<file path="config.mk">
export PLATFORM = sky130hd
export DESIGN_NAME = mem_stage
export DESIGN_NICKNAME = d
export VERILOG_FILES = /design/src/rtl/mem_stage_pkg.sv /design/src/rtl/mem_timeout_ctr.sv /design/src/rtl/mem_stage.sv
export SDC_FILE = /design/constraint.sdc
export NUM_CORES = 1
export LEC_CHECK = 0
export ABC_CLOCK_PERIOD_IN_PS = 13700
export CAP_MARGIN = 20
export CORE_MARGIN = 1.5
export CORE_UTILIZATION = 46
export DETAILED_ROUTE_END_ITERATION = 12
export GPL_TIMING_DRIVEN = 1
export PLACE_DENSITY_LB_ADDON = 0.3
export SLEW_MARGIN = 5
export SYNTH_ARGS = -nofsm -noshare
export SYNTH_HDL_FRONTEND = slang
export SYNTH_SLANG_ARGS = --single-unit
export TNS_END_PERCENT = 20
</file>
<file path="constraint.sdc">
create_clock -name clk -period 13.7 [get_ports clk]
set_input_delay 4.11 -clock clk [delete_from_list [all_inputs] [get_ports clk]]
set_output_delay 4.11 -clock clk [all_outputs]
set_load 0.03 [all_outputs]
</file>
<file path="src/rtl/mem_stage_pkg.sv">
// Shared types and constants for the MEM pipeline stage.
package mem_stage_pkg;

  typedef enum logic {
    ST_IDLE   = 1'b0,
    ST_ACCESS = 1'b1
  } state_e;

  localparam logic [31:0] WORD_ALIGN_MASK = 32'hFFFF_FFFC;
  localparam int          DEFAULT_TIMEOUT = 16;

endpackage

</file>
<file path="src/rtl/mem_timeout_ctr.sv">
// Counts cycles while enabled; flags expiry on the TIMEOUT-th enabled cycle.
module mem_timeout_ctr
  import mem_stage_pkg::*;
#(
  parameter int TIMEOUT = DEFAULT_TIMEOUT
) (
  input  logic clk,
  input  logic reset,
  input  logic clear,
  input  logic enable,
  output logic expired
);

  localparam int CW = $clog2(TIMEOUT + 1);

  logic [CW-1:0] count_q, count_d;

  assign expired = enable && (count_q == CW'(TIMEOUT - 1));

  always_comb begin
    count_d = count_q;
    if (clear) begin
      count_d = '0;
    end else if (enable && !expired) begin
      count_d = count_q + 1'b1;
    end
  end

  always_ff @(posedge clk or posedge reset) begin
    if (reset) begin
      count_q <= '0;
    end else begin
      count_q <= count_d;
    end
  end

endmodule

</file>
<file path="src/rtl/mem_stage.sv">
// MEM stage: data-memory req/ack access, branch/jump redirect, registered WB outputs.
// Optional access timeout enabled by defining MEM_STAGE_TIMEOUT_EN.
module mem_stage
  import mem_stage_pkg::*;
#(
  parameter int TIMEOUT = DEFAULT_TIMEOUT
) (
  input  logic        clk,
  input  logic        reset,
  input  logic        ex_valid,
  input  logic        branch,
  input  logic        jump,
  input  logic        MemRead,
  input  logic        MemWrite,
  input  logic        RegWrite,
  input  logic        MemtoReg,
  input  logic [31:0] adder,
  input  logic [1:0]  aluzero,
  input  logic [31:0] alu,
  input  logic [31:0] readdata2,
  input  logic [4:0]  mux,
  output logic        dmem_req,
  output logic        dmem_we,
  output logic [31:0] dmem_addr,
  output logic [31:0] dmem_wdata,
  input  logic        dmem_ack,
  input  logic [31:0] dmem_rdata,
  output logic        stall,
  output logic        pc_src,
  output logic [31:0] pc_target,
  output logic        wb_valid,
  output logic        wb_RegWrite,
  output logic        wb_MemtoReg,
  output logic [31:0] wb_readdata,
  output logic [31:0] wb_alu,
  output logic [4:0]  wb_mux,
  output logic        mem_err
);

  state_e      state_q, state_d;

  logic [31:0] hold_alu_q, hold_alu_d;
  logic [31:0] hold_wdata_q, hold_wdata_d;
  logic        hold_we_q, hold_we_d;
  logic        hold_regwrite_q, hold_regwrite_d;
  logic        hold_memtoreg_q, hold_memtoreg_d;
  logic [4:0]  hold_mux_q, hold_mux_d;

  logic        wb_valid_q, wb_valid_d;
  logic        wb_regwrite_q, wb_regwrite_d;
  logic        wb_memtoreg_q, wb_memtoreg_d;
  logic [31:0] wb_readdata_q, wb_readdata_d;
  logic [31:0] wb_alu_q, wb_alu_d;
  logic [4:0]  wb_mux_q, wb_mux_d;
  logic        pc_src_q, pc_src_d;
  logic [31:0] pc_target_q, pc_target_d;
  logic        mem_err_q, mem_err_d;

  logic        in_access;
  logic        mem_op;
  logic        timeout_hit;
  logic        unused_bits;

  assign in_access = (state_q == ST_ACCESS);
  assign mem_op    = MemRead | MemWrite;

`ifdef MEM_STAGE_TIMEOUT_EN
  mem_timeout_ctr #(
    .TIMEOUT (TIMEOUT)
  ) u_timeout_ctr (
    .clk     (clk),
    .reset   (reset),
    .clear   (!in_access),
    .enable  (in_access),
    .expired (timeout_hit)
  );
  assign unused_bits = aluzero[1];
`else
  assign timeout_hit = 1'b0;
  assign unused_bits = aluzero[1] ^ (TIMEOUT == 0);
`endif

  // Memory-side outputs come only from the holding registers so they stay stable until ack.
  always_comb begin
    dmem_req   = in_access;
    dmem_we    = in_access & hold_we_q;
    dmem_addr  = in_access ? (hold_alu_q & WORD_ALIGN_MASK) : 32'h0;
    dmem_wdata = in_access ? hold_wdata_q : 32'h0;
    stall      = !reset &&
                 (((state_q == ST_IDLE) && ex_valid && mem_op) ||
                  (in_access && !dmem_ack && !timeout_hit));
  end

  always_comb begin
    state_d         = state_q;
    hold_alu_d      = hold_alu_q;
    hold_wdata_d    = hold_wdata_q;
    hold_we_d       = hold_we_q;
    hold_regwrite_d = hold_regwrite_q;
    hold_memtoreg_d = hold_memtoreg_q;
    hold_mux_d      = hold_mux_q;
    wb_valid_d      = 1'b0;
    wb_regwrite_d   = wb_regwrite_q;
    wb_memtoreg_d   = wb_memtoreg_q;
    wb_readdata_d   = wb_readdata_q;
    wb_alu_d        = wb_alu_q;
    wb_mux_d        = wb_mux_q;
    pc_src_d        = 1'b0;
    pc_target_d     = pc_target_q;
    mem_err_d       = 1'b0;

    case (state_q)
      ST_IDLE: begin
        if (ex_valid) begin
          if (mem_op) begin
            // A read+write combination is carried out as a write.
            hold_alu_d      = alu;
            hold_wdata_d    = readdata2;
            hold_we_d       = MemWrite;
            hold_regwrite_d = RegWrite;
            hold_memtoreg_d = MemtoReg;
            hold_mux_d      = mux;
            state_d         = ST_ACCESS;
          end else begin
            wb_valid_d    = 1'b1;
            wb_regwrite_d = RegWrite;
            wb_memtoreg_d = MemtoReg;
            wb_readdata_d = 32'h0;
            wb_alu_d      = alu;
            wb_mux_d      = mux;
            pc_src_d      = jump | (branch & aluzero[0]);
            pc_target_d   = adder;
          end
        end
      end

      ST_ACCESS: begin
        if (dmem_ack) begin
          state_d       = ST_IDLE;
          wb_valid_d    = 1'b1;
          wb_regwrite_d = hold_regwrite_q;
          wb_memtoreg_d = hold_memtoreg_q;
          wb_readdata_d = hold_we_q ? 32'h0 : dmem_rdata;
          wb_alu_d      = hold_alu_q;
          wb_mux_d      = hold_mux_q;
        end else if (timeout_hit) begin
          // Aborted access still retires so the pipeline drains, but never writes a register.
          state_d       = ST_IDLE;
          wb_valid_d    = 1'b1;
          wb_regwrite_d = 1'b0;
          wb_memtoreg_d = hold_memtoreg_q;
          wb_readdata_d = 32'h0;
          wb_alu_d      = hold_alu_q;
          wb_mux_d      = hold_mux_q;
          mem_err_d     = 1'b1;
        end
      end

      default: state_d = ST_IDLE;
    endcase
  end

  always_ff @(posedge clk or posedge reset) begin
    if (reset) begin
      state_q         <= ST_IDLE;
      hold_alu_q      <= 32'h0;
      hold_wdata_q    <= 32'h0;
      hold_we_q       <= 1'b0;
      hold_regwrite_q <= 1'b0;
      hold_memtoreg_q <= 1'b0;
      hold_mux_q      <= 5'h0;
      wb_valid_q      <= 1'b0;
      wb_regwrite_q   <= 1'b0;
      wb_memtoreg_q   <= 1'b0;
      wb_readdata_q   <= 32'h0;
      wb_alu_q        <= 32'h0;
      wb_mux_q        <= 5'h0;
      pc_src_q        <= 1'b0;
      pc_target_q     <= 32'h0;
      mem_err_q       <= 1'b0;
    end else begin
      state_q         <= state_d;
      hold_alu_q      <= hold_alu_d;
      hold_wdata_q    <= hold_wdata_d;
      hold_we_q       <= hold_we_d;
      hold_regwrite_q <= hold_regwrite_d;
      hold_memtoreg_q <= hold_memtoreg_d;
      hold_mux_q      <= hold_mux_d;
      wb_valid_q      <= wb_valid_d;
      wb_regwrite_q   <= wb_regwrite_d;
      wb_memtoreg_q   <= wb_memtoreg_d;
      wb_readdata_q   <= wb_readdata_d;
      wb_alu_q        <= wb_alu_d;
      wb_mux_q        <= wb_mux_d;
      pc_src_q        <= pc_src_d;
      pc_target_q     <= pc_target_d;
      mem_err_q       <= mem_err_d;
    end
  end

  assign wb_valid    = wb_valid_q;
  assign wb_RegWrite = wb_regwrite_q;
  assign wb_MemtoReg = wb_memtoreg_q;
  assign wb_readdata = wb_readdata_q;
  assign wb_alu      = wb_alu_q;
  assign wb_mux      = wb_mux_q;
  assign pc_src      = pc_src_q;
  assign pc_target   = pc_target_q;
  assign mem_err     = mem_err_q;

endmodule

</file>
Word level (Yosys, flattened, before mapping). Cells that the tools add are included.

Add/sub/neg operators: 0. Multiply operators: 0. Divide/modulo/power cells: 0. Shift operators: 0. Multiplexer cells: 34. Reductions and logical operators: 10. Magnitude comparators: 0. Eq/ne operators: 3. Bitwise gates (word level): 6.

Operators with widths (count): 32-bit 2-to-1 mux (9); 32-bit one-hot mux with 2 select lines (2); 1-bit 2-to-1 mux (15); 5-bit 2-to-1 mux (3); 5-bit one-hot mux with 2 select lines (1); 3-bit AND reduction (3); 1-bit one-hot mux with 2 select lines (4); 2-bit != test (second input constant) (3); 1-bit logical AND (4); 1-bit bitwise AND (2); 1-bit zero test (2); 1-bit NOT (2); 1-bit OR (2); 1-bit logical OR (1).

Output and inout port bits: 173. RAM bits: 0. Memory bits (read-only): 0. Bits in registers: 178. Bits in latches: 0. Logic and storage cells: 68. Input bits: 145. Memories kept: 0.

Depth between registers and ports, before layout. Gate-level depths: netlist (run 1).

Depth after elaboration: 5. Depth in mapped cells: 6. Gate-level depth less buffers: 4.

Worst setup path before layout (run 1). Ideal clock, no wire load.

Path type: input port to output port. Start: input port ex_valid. End: output port stall. Required time: 9.590 ns. Arrival time: 5.304 ns. Stages: 5. Buffers on the path: 2. Slack: 4.286 ns. Cell sequence: nor2b_1 > o21ai_0 > buf_2 > buf_2 > a21oi_1.

Word-level cells in the longest chain between the ends: 4.

Ends and longest elaborated chain: start: declaration (RTL line mem_stage.sv:10) `input logic ex_valid,`; 1-bit logical AND (2 in a row) (RTL line mem_stage.sv:90) `(((state_q == ST_IDLE) && ex_valid && mem_op) ||`; 1-bit logical OR (RTL line mem_stage.sv:90); 1-bit logical AND (RTL line mem_stage.sv:89) `stall = !reset &&`; end: declaration (RTL line mem_stage.sv:28) `output logic stall,`.

No other way between the ends.

Worst setup path in the final report (run 1).
Start: input port MemWrite. End: output port stall.

Word-level cells in the longest chain between the ends: 4.

Ends and longest elaborated chain: start: declaration (RTL line mem_stage.sv:14) `input logic MemWrite,`; 1-bit OR (RTL line mem_stage.sv:65) `assign mem_op = MemRead | MemWrite;`; 1-bit logical AND (RTL line mem_stage.sv:90); 1-bit logical OR (RTL line mem_stage.sv:90); 1-bit logical AND (RTL line mem_stage.sv:89).

No other way between the ends.

==> results of run 1 <==
cells in the final DEF (no fill, tap or decap), types with 4 or more instances in the layout:
cell,n
dfrtp_1,177
a22o_1,29
o21ai_0,4
a21o_1,30
mux2_2,130
clkbuf_16,17
inv_6,7
mux2_1,21
and2_1,63
clkdlybuf4s50_1,313
nand4b_1,4
inv_1,5
buf_4,4
stage by stage:
step	utilization [%]	instances	cell area, sq um	worst slack, ns
finish	71.9	1048	11300	3.33
global route	71.9	1048	11300	3.22
CTS	71.6	1046	11300	3.28
detailed placement	67.7	1015	10700	3.28
global placement	67.6	1014	10700	3.28
floorplan	-	516	7390	4.29
registers in the layout, indices dropped and copies added, names as in the netlist:
register,flops
hold_alu_q,32
hold_wdata_q,32
pc_target,32
wb_alu,32
wb_readdata,32
hold_mux_q,5
wb_mux,5
dmem_req,1
hold_memtoreg_q,1
hold_regwrite_q,1
hold_we_q,1
pc_src,1
wb_MemtoReg,1
wb_RegWrite,1
wb_valid,1
power by group:
group	switching (mW)	internal [mW]
Sequential	0.0768	0.671
Combinational	0.438	0.388
Clock	0.209	0.295
Total	0.724	1.35
path summary, 6_finish.rpt:
kind | startpoint | to
worst max-delay path | MemWrite | stall
min in group asynchronous | reset | pc_target[31]
worst min-delay path | wb_alu[20] | wb_alu[20]
max in group asynchronous | reset | dmem_req
worst max register to register | dmem_req | wb_alu[29]
worst min register to register | wb_alu[20] | wb_alu[20]
cell families after synthesis:
| kind of cell | count (synthesis) |
|---|---|
| muxes | 151 |
| other | 1 |
| DFF | 178 |
| buffers and inverters | 42 |
| AOI/OAI and AO/OA | 68 |
| and+or+nand+nor | 74 |
routing by layer:
layer  part of all wire [%]  wire [um]
met2                     52      10400
met3                    5.3       1060
met4                    3.8        764
met5                      0          0
met1                     39       7830
layout make-up:
cell class | instances | area [sq um] | share of cell area [%]
clock buffer | 18 | 439 | 3.87
inverter | 7 | 31.3 | 0.276
timing repair buffer | 320 | 3220 | 28.4
sequential | 178 | 4460 | 39.3
tap | 216 | 270 | 2.38
clock inverter | 13 | 171 | 1.51
multi-input combinational | 296 | 2750 | 24.2
==> metrics.yaml, run 1 <==
cts_max_level: 4
cp_top_family: "buffers and inverters"
vias_per_cell: 5.11
setup_viol: 0
min_period_ns: 10.37
outcome: "finished clean"
use_met3_pct: 6.44
clock.fmax_mhz: 96.4
yosys.area_share.adder_pct: 0
hp-class: "flop to flop"
cp_common_cell: "clkdlybuf4s50_1"
drv_slew: 0
synth_xor_area_share_pct: 0
crit_type: "input pin to output port"
synth_cell_type_count: 22
cts-buffers-inserted: 17
r2r_setup_slack_ns: 10.78
clkTransAtPathRegs_ns: 0.07
drt-initial-drc-count: 269
synth_compound_area_share_pct: 7.18
clock-root-buffer: "clkbuf_16"
synth_common_cells: "178 x dfrtp_1, 130 x mux2_2, 63 x and2_1"
met1_usage_pct: 29.3
clk_latency_ns: 0.42
global_route.usage.met2_pct: 40.1
cts_buffer_depth: 2
clock-sinks: 178
vias: 5355
grtUsageTotal_pct: 24.0
worstMarginPinSlew_ns: 0.994
arrival_ns: 6.26
dpl.hpwl_mm: 14.2
antenna_found_initial: 0
io_buffers: 313
finalPower_mw: 2.08
path_buf_inv: 2
area_delta_synth_final_pct: 53.5
cts_tree: "yes"
ir_drop_mv: 0.106
critPathCaptureType: "output port"
synth_edf_count: 0
start_kind: "input pin"
synth.area.top_cells: "dfrtp_1 60%, mux2_2 20%, and2_1 5.3%"
ys.flop_type: "dfrtp_1"
hold_ws_ns: 0.488
drc: 0
p_leak_nw: 4.86
die_h_um: 130
worst_path_largest_cell_delay_ns: 0.83
diodes: 0
syn-cell-area_sq_um: 7390
die_area_sq_um: 16800
busiest_layer: "met2"
p_per_area_nw_per_um2: 183
grt_first_pass_wirelength_mm: 30.6
finalCritPeriodShare_pct: 75.7
rows: 46
yosysWarnings: 0
fill_cells: 1107
first_pass_iters: 4
overflow: 0
yosysSeqAreaShare_pct: 60.3
max_cap_viol_count: 0
wl_mm: 20.0
initial_core_util_pct: 46.8
synth_simple_gate_area_share_pct: 6.66
fin_setup_tns_ns: 0
cts_hold_buf: 0
rsz0062_at_grt: "no"
syn_inst: 514
finClkSkew_ns: 0.00891
cts_resized: 0
fp.dieW_um: 130
drtAntennaViolNets: 0
ff2ff_path_depth: 6
critPathSlowestCell: "o21ai_4"
synthMuxAreaShare_pct: 23.0
core_sq_um: 15800
ys_ff_latch: 178
drive_gt1_share_pct: 21.2
ios: 318
grt_max_degree: 102
gp_congestion: 0.746
holdPathStages: 1
slew_headroom_pct: 33.7
nNetsFinal: 965
syn_area_per_cell_sq_um: 14.4
synthArstFlopShare_pct: 100
cp_max_fo: 29
path_cells: "clkdlybuf4s50_1, o21ai_4, a21oi_1, clkdlybuf4s50_1"
grt_pass1_vias: 5599
path_depth: 4
synth_top_family_by_area: "multiplexers"
required_ns: 9.59
yosysTopAreaCell: "dfrtp_1"
hold_violations: 0
synthMostInstantiatedCell: "dfrtp_1"
cts_setup_buffers: 0
routedWlPerCell_um: 19.1
yosys.area.top_type_share_pct: 60.3
Note: power is estimated with default switching activity, not from simulation.
==> run 2, diff against run 1 <==
- ABC_CLOCK_PERIOD_IN_PS: 13700 -> 8800
- CORE_UTILIZATION: 46 -> 38
- clock period: 13.7 -> 8.8 ns (I/O delays scaled with it)
==> run 2 against run 1 <==
Against the previous run:
- flip-flop and latch count unchanged
- first-iteration DRC count is 28% lower
- clock skew fell by 0.0018 ns
- core utilization down 11 points
- non-clock buffer count up 2
- worst hold slack barely moved
- highest routed layer unchanged
==> metrics.yaml, run 2 (same netlist as run 1, synthesis figures left out) <==
drv_slew: 0
initial_core_util_pct: 39.1
cp_common_cell: "clkdlybuf4s50_1"
drc: 0
final_common_cell: "clkdlybuf4s50_1"
cts_buffer_depth: 2
cts_resized: 0
cts-buffers-inserted: 17
worst_path_largest_cell_delay_ns: 0.72
critPathCaptureType: "output port"
clock-root-buffer: "clkbuf_16"
die_h_um: 142
min_period_ns: 7.14
required_ns: 6.16
busiest_layer: "met2"
arrival_ns: 4.50
grt_pass1_vias: 5681
grt_max_degree: 127
grt_first_pass_wirelength_mm: 31.1
clock.fmax_mhz: 140
ir_drop_mv: 0.182
first_pass_iters: 4
nNetsFinal: 967
met1_usage_pct: 23.5
hp-class: "flop to flop"
max_cap_viol_count: 0
ios: 318
finalCritPeriodShare_pct: 81.1
area_delta_synth_final_pct: 54.6
slew_headroom_pct: 32.7
hold_ws_ns: 0.488
p_per_area_nw_per_um2: 282
clkTransAtPathRegs_ns: 0.07
cts_max_level: 4
p_leak_nw: 4.86
io_buffers: 313
start_kind: "input pin"
setup_viol: 0
rows: 50
clk_latency_ns: 0.42
finClkSkew_ns: 0.00716
crit_type: "input pin to output port"
drtAntennaViolNets: 0
dpl.hpwl_mm: 14.1
drive_gt1_share_pct: 21.3
rsz0062_at_grt: "no"
outcome: "finished clean"
routedWlPerCell_um: 18.2
fp.dieW_um: 142
cts_hold_buf: 0
drt-initial-drc-count: 194
cts_tree: "yes"
most-common-layout-cells: "313 x clkdlybuf4s50_1, 177 x dfrtp_1, 130 x mux2_2"
vias_per_cell: 4.87
diodes: 0
worstMarginPinSlew_ns: 1.01
wl_mm: 19.9
global_route.usage.met2_pct: 33.9
path_cells: "clkdlybuf4s50_1, nor2b_1, o21ai_4, a21oi_1, clkdlybuf4s50_1"
use_met3_pct: 5.32
die_area_sq_um: 20300
antenna_found_initial: 0
overflow: 0
hold_violations: 0
cts_setup_buffers: 0
fin_setup_tns_ns: 0
cp_max_fo: 4
gp_congestion: 0.746
dp.cells: 1061
grtUsageTotal_pct: 19.9
fin_cells: 1094
vias: 5329
core_sq_um: 18900
critPathSlowestCell: "clkdlybuf4s50_1"
clock-sinks: 178
run 2: worst max-delay path: cells and delay by family:
| kind | cells | cell delay [ns] |
|---|---|---|
| buffers and inverters | 2 | 1.21 |
| AND/OR/NAND/NOR | 1 | 0.35 |
| AO/OA/AOI/OAI | 2 | 0.30 |
run 2: final cells by class:
type                    count  area [sq um]
fillers                  1514          7480
flip-flops and latches    178          4460
repair buffers            322          3260
multi-input cells         296          2750
clock buffers              17           425
well taps                 260           325
clock inverters            14           173
inverters                   7          31.3
run 2: path summary, 6_finish.rpt:
kind / from / to / slack [ns] / cells after the start
min in group asynchronous: reset / wb_readdata[21] / 2.61 / 2
min: wb_alu[9] / wb_alu[9] / 0.49 / 1
max in group asynchronous: reset / dmem_req / 4.65 / 4
max reg2reg: dmem_req / wb_alu[3] / 5.27 / 7
max: ex_valid / stall / 1.66 / 5
min reg2reg: wb_alu[9] / wb_alu[9] / 0.49 / 1
run 2: metal layers:
layer	wire length [um]	up-vias
met5	0	-
met4	710	0
met3	1230	47
met2	10100	187
met1	7880	2682
li1	-	2413
run 2: per-stage QoR:
stage                     utilization, %  setup WS, ns  area, sq um  total power, mW
after floorplan                        -          1.33         7390             1.89
after global placement              56.8          1.70        10700             2.43
after detailed placement            57.0          1.67        10800             2.47
after CTS                           60.2          1.64        11400             3.25
after global routing                60.4          1.57        11400             3.37
final                               60.4          1.66        11400             3.22
run 2: where the power goes:
part / leakage (nW) / total [mW] / internal, mW / switching [mW]
combinational: 2.43 / 1.28 / 0.605 / 0.674
sequential: 2.15 / 1.17 / 1.04 / 0.120
clock: 0.282 / 0.776 / 0.429 / 0.346
==> run 3, diff against run 2 <==
- ABC_CLOCK_PERIOD_IN_PS: 8800 -> 6050
- clock period: 8.8 -> 6.05 ns (I/O delays scaled with it)
==> run 3 against run 2 <==
Against the previous run:
- die area is the same
- final cell count is essentially flat
- sequential share of layout area shrank 0.073 points
- largest cell class unchanged
- non-clock buffer count shrank 1
- register-to-register slack lost 2.1 ns
- critical path type unchanged
- combinational power grew 45%
- power grew 47%
==> metrics.yaml, run 3 (same netlist as run 1, synthesis figures left out) <==
outcome: "finished clean"
fin_setup_tns_ns: 0
max_cap_viol_count: 0
diodes: 0
start_kind: "input pin"
finClkSkew_ns: 0.0116
drt-initial-drc-count: 194
finalPower_mw: 4.75
final_common_cell: "clkdlybuf4s50_1"
p_leak_nw: 4.88
hold_start: "wb_alu[11]"
drv_slew: 0
cp_max_fo: 4
cp_top_family: "buffers and inverters"
drive_gt1_share_pct: 21.2
routedWlPerCell_um: 18.4
cts_tree: "yes"
die_area_sq_um: 20300
crit_type: "input pin to output port"
clkTransAtPathRegs_ns: 0.07
cts-buffers-inserted: 17
vias_per_cell: 4.85
grtUsageTotal_pct: 19.8
area_delta_synth_final_pct: 54.9
dp.cells: 1061
r2r_setup_slack_ns: 3.16
cp_common_cell: "clkdlybuf4s50_1"
ir_drop_mv: 0.285
fp.dieW_um: 142
global_route.usage.met2_pct: 34.1
hold_end: "wb_alu[11]"
io_buffers: 313
nNetsFinal: 966
worstMarginPinSlew_ns: 1.02
most-common-layout-cells: "313 x clkdlybuf4s50_1, 177 x dfrtp_1, 130 x mux2_2"
fin_cells: 1093
clock.fmax_mhz: 183
required_ns: 4.24
met1_usage_pct: 24.0
initial_core_util_pct: 39.1
cts_buffer_depth: 2
first_pass_iters: 5
dpl.hpwl_mm: 14.3
cts_hold_buf: 0
arrival_ns: 3.64
hold_violations: 0
core_sq_um: 18900
drtAntennaViolNets: 0
antenna_found_initial: 0
grt_pass1_vias: 5712
slew_headroom_pct: 31.9
busiest_layer: "met2"
cts_resized: 0
critPathSlowestCell: "clkdlybuf4s50_1"
critPathLaunch: "ex_valid"
cts_setup_buffers: 0
gp_congestion: 0.798
vias: 5304
clock-root-buffer: "clkbuf_16"
reg2reg_from: "dmem_req"
grt_max_degree: 179
clock-sinks: 178
r2r_end: "wb_alu[24]"
p_per_area_nw_per_um2: 415
cts_max_level: 4
fin_util_pct: 60.5
ff2ff_path_depth: 4
path_buf_inv: 2
min_period_ns: 5.46
path_cells: "clkdlybuf4s50_1, nor2b_1, o21ai_4, a21oi_1, clkdlybuf4s50_1"
clk_latency_ns: 0.42
drc: 0
hold_ws_ns: 0.490
rsz0062_at_grt: "no"
holdPathStages: 1
wl_mm: 20.1
finalCritPeriodShare_pct: 90.2
overflow: 0
grt_first_pass_wirelength_mm: 30.8
worst_path_largest_cell_delay_ns: 0.70
setup_viol: 0
ios: 318
rows: 50
die_h_um: 142
hp-class: "flop to flop"
use_met3_pct: 5.22
critPathCaptureType: "output port"
[run 3: changes by cell type in the layout (fill, tap and decap cells not counted)]
cell / change
buf_12: +1
buf_16: -1
buf_4: -1
bufinv_16: +2
clkbuf_8: +1
clkinv_2: +1
clkinv_4: +2
clkinvlp_4: -2
inv_8: -4
[run 3: routing by layer]
layer / vias to the layer above / wire length, um
met5: - / 0
met4: 0 / 491
met3: 31 / 1130
met2: 171 / 10400
met1: 2687 / 8050
li1: 2415 / -
[run 3: metrics by stage]
stage / area (sq um) / worst slack (ns)
2_1_floorplan: 7400 / 1.23
3_3_place_gp: 10700 / 0.648
3_5_place_dp: 10800 / 0.602
4_1_cts: 11400 / 0.582
5_1_grt: 11400 / 0.495
6_report: 11400 / 0.592
[run 3: worst reg2reg max path, cell delays in order (launching register included)]
cell and delay, ns:
dfrtp_2 0.85, nor4b_4 0.13, a21oi_2 0.63, inv_2 0.63, mux2_1 0.53
[run 3: worst max-delay path by stage]
| stage | endpoint | slack (ns) | cells after the start |
|---|---|---|---|
| 6_report | stall | 0.59 | 5 |
| 5_1_grt | stall | 0.50 | 5 |
| 4_1_cts | stall | 0.58 | 5 |
| 3_5_place_dp | stall | 0.60 | 5 |
| 3_3_place_gp | stall | 0.65 | 5 |
| 2_1_floorplan | stall | 1.23 | 5 |
[run 3: cell type report]
| class | instances | area (sq um) |
|---|---|---|
| clock inverters | 13 | 196 |
| fillers | 1519 | 7450 |
| inverters | 7 | 30.0 |
| flip-flops and latches | 178 | 4460 |
| clock buffers | 18 | 439 |
| multi-input cells | 296 | 2750 |
| repair buffers | 321 | 3250 |
| well taps | 260 | 325 |
[run 3: power breakdown]
part / leakage, nW / total (mW) / switching, mW / internal, mW
clock network: 0.310 / 1.19 / 0.478 / 0.710
registers: 2.15 / 1.70 / 0.184 / 1.52
logic: 2.41 / 1.86 / 0.976 / 0.879
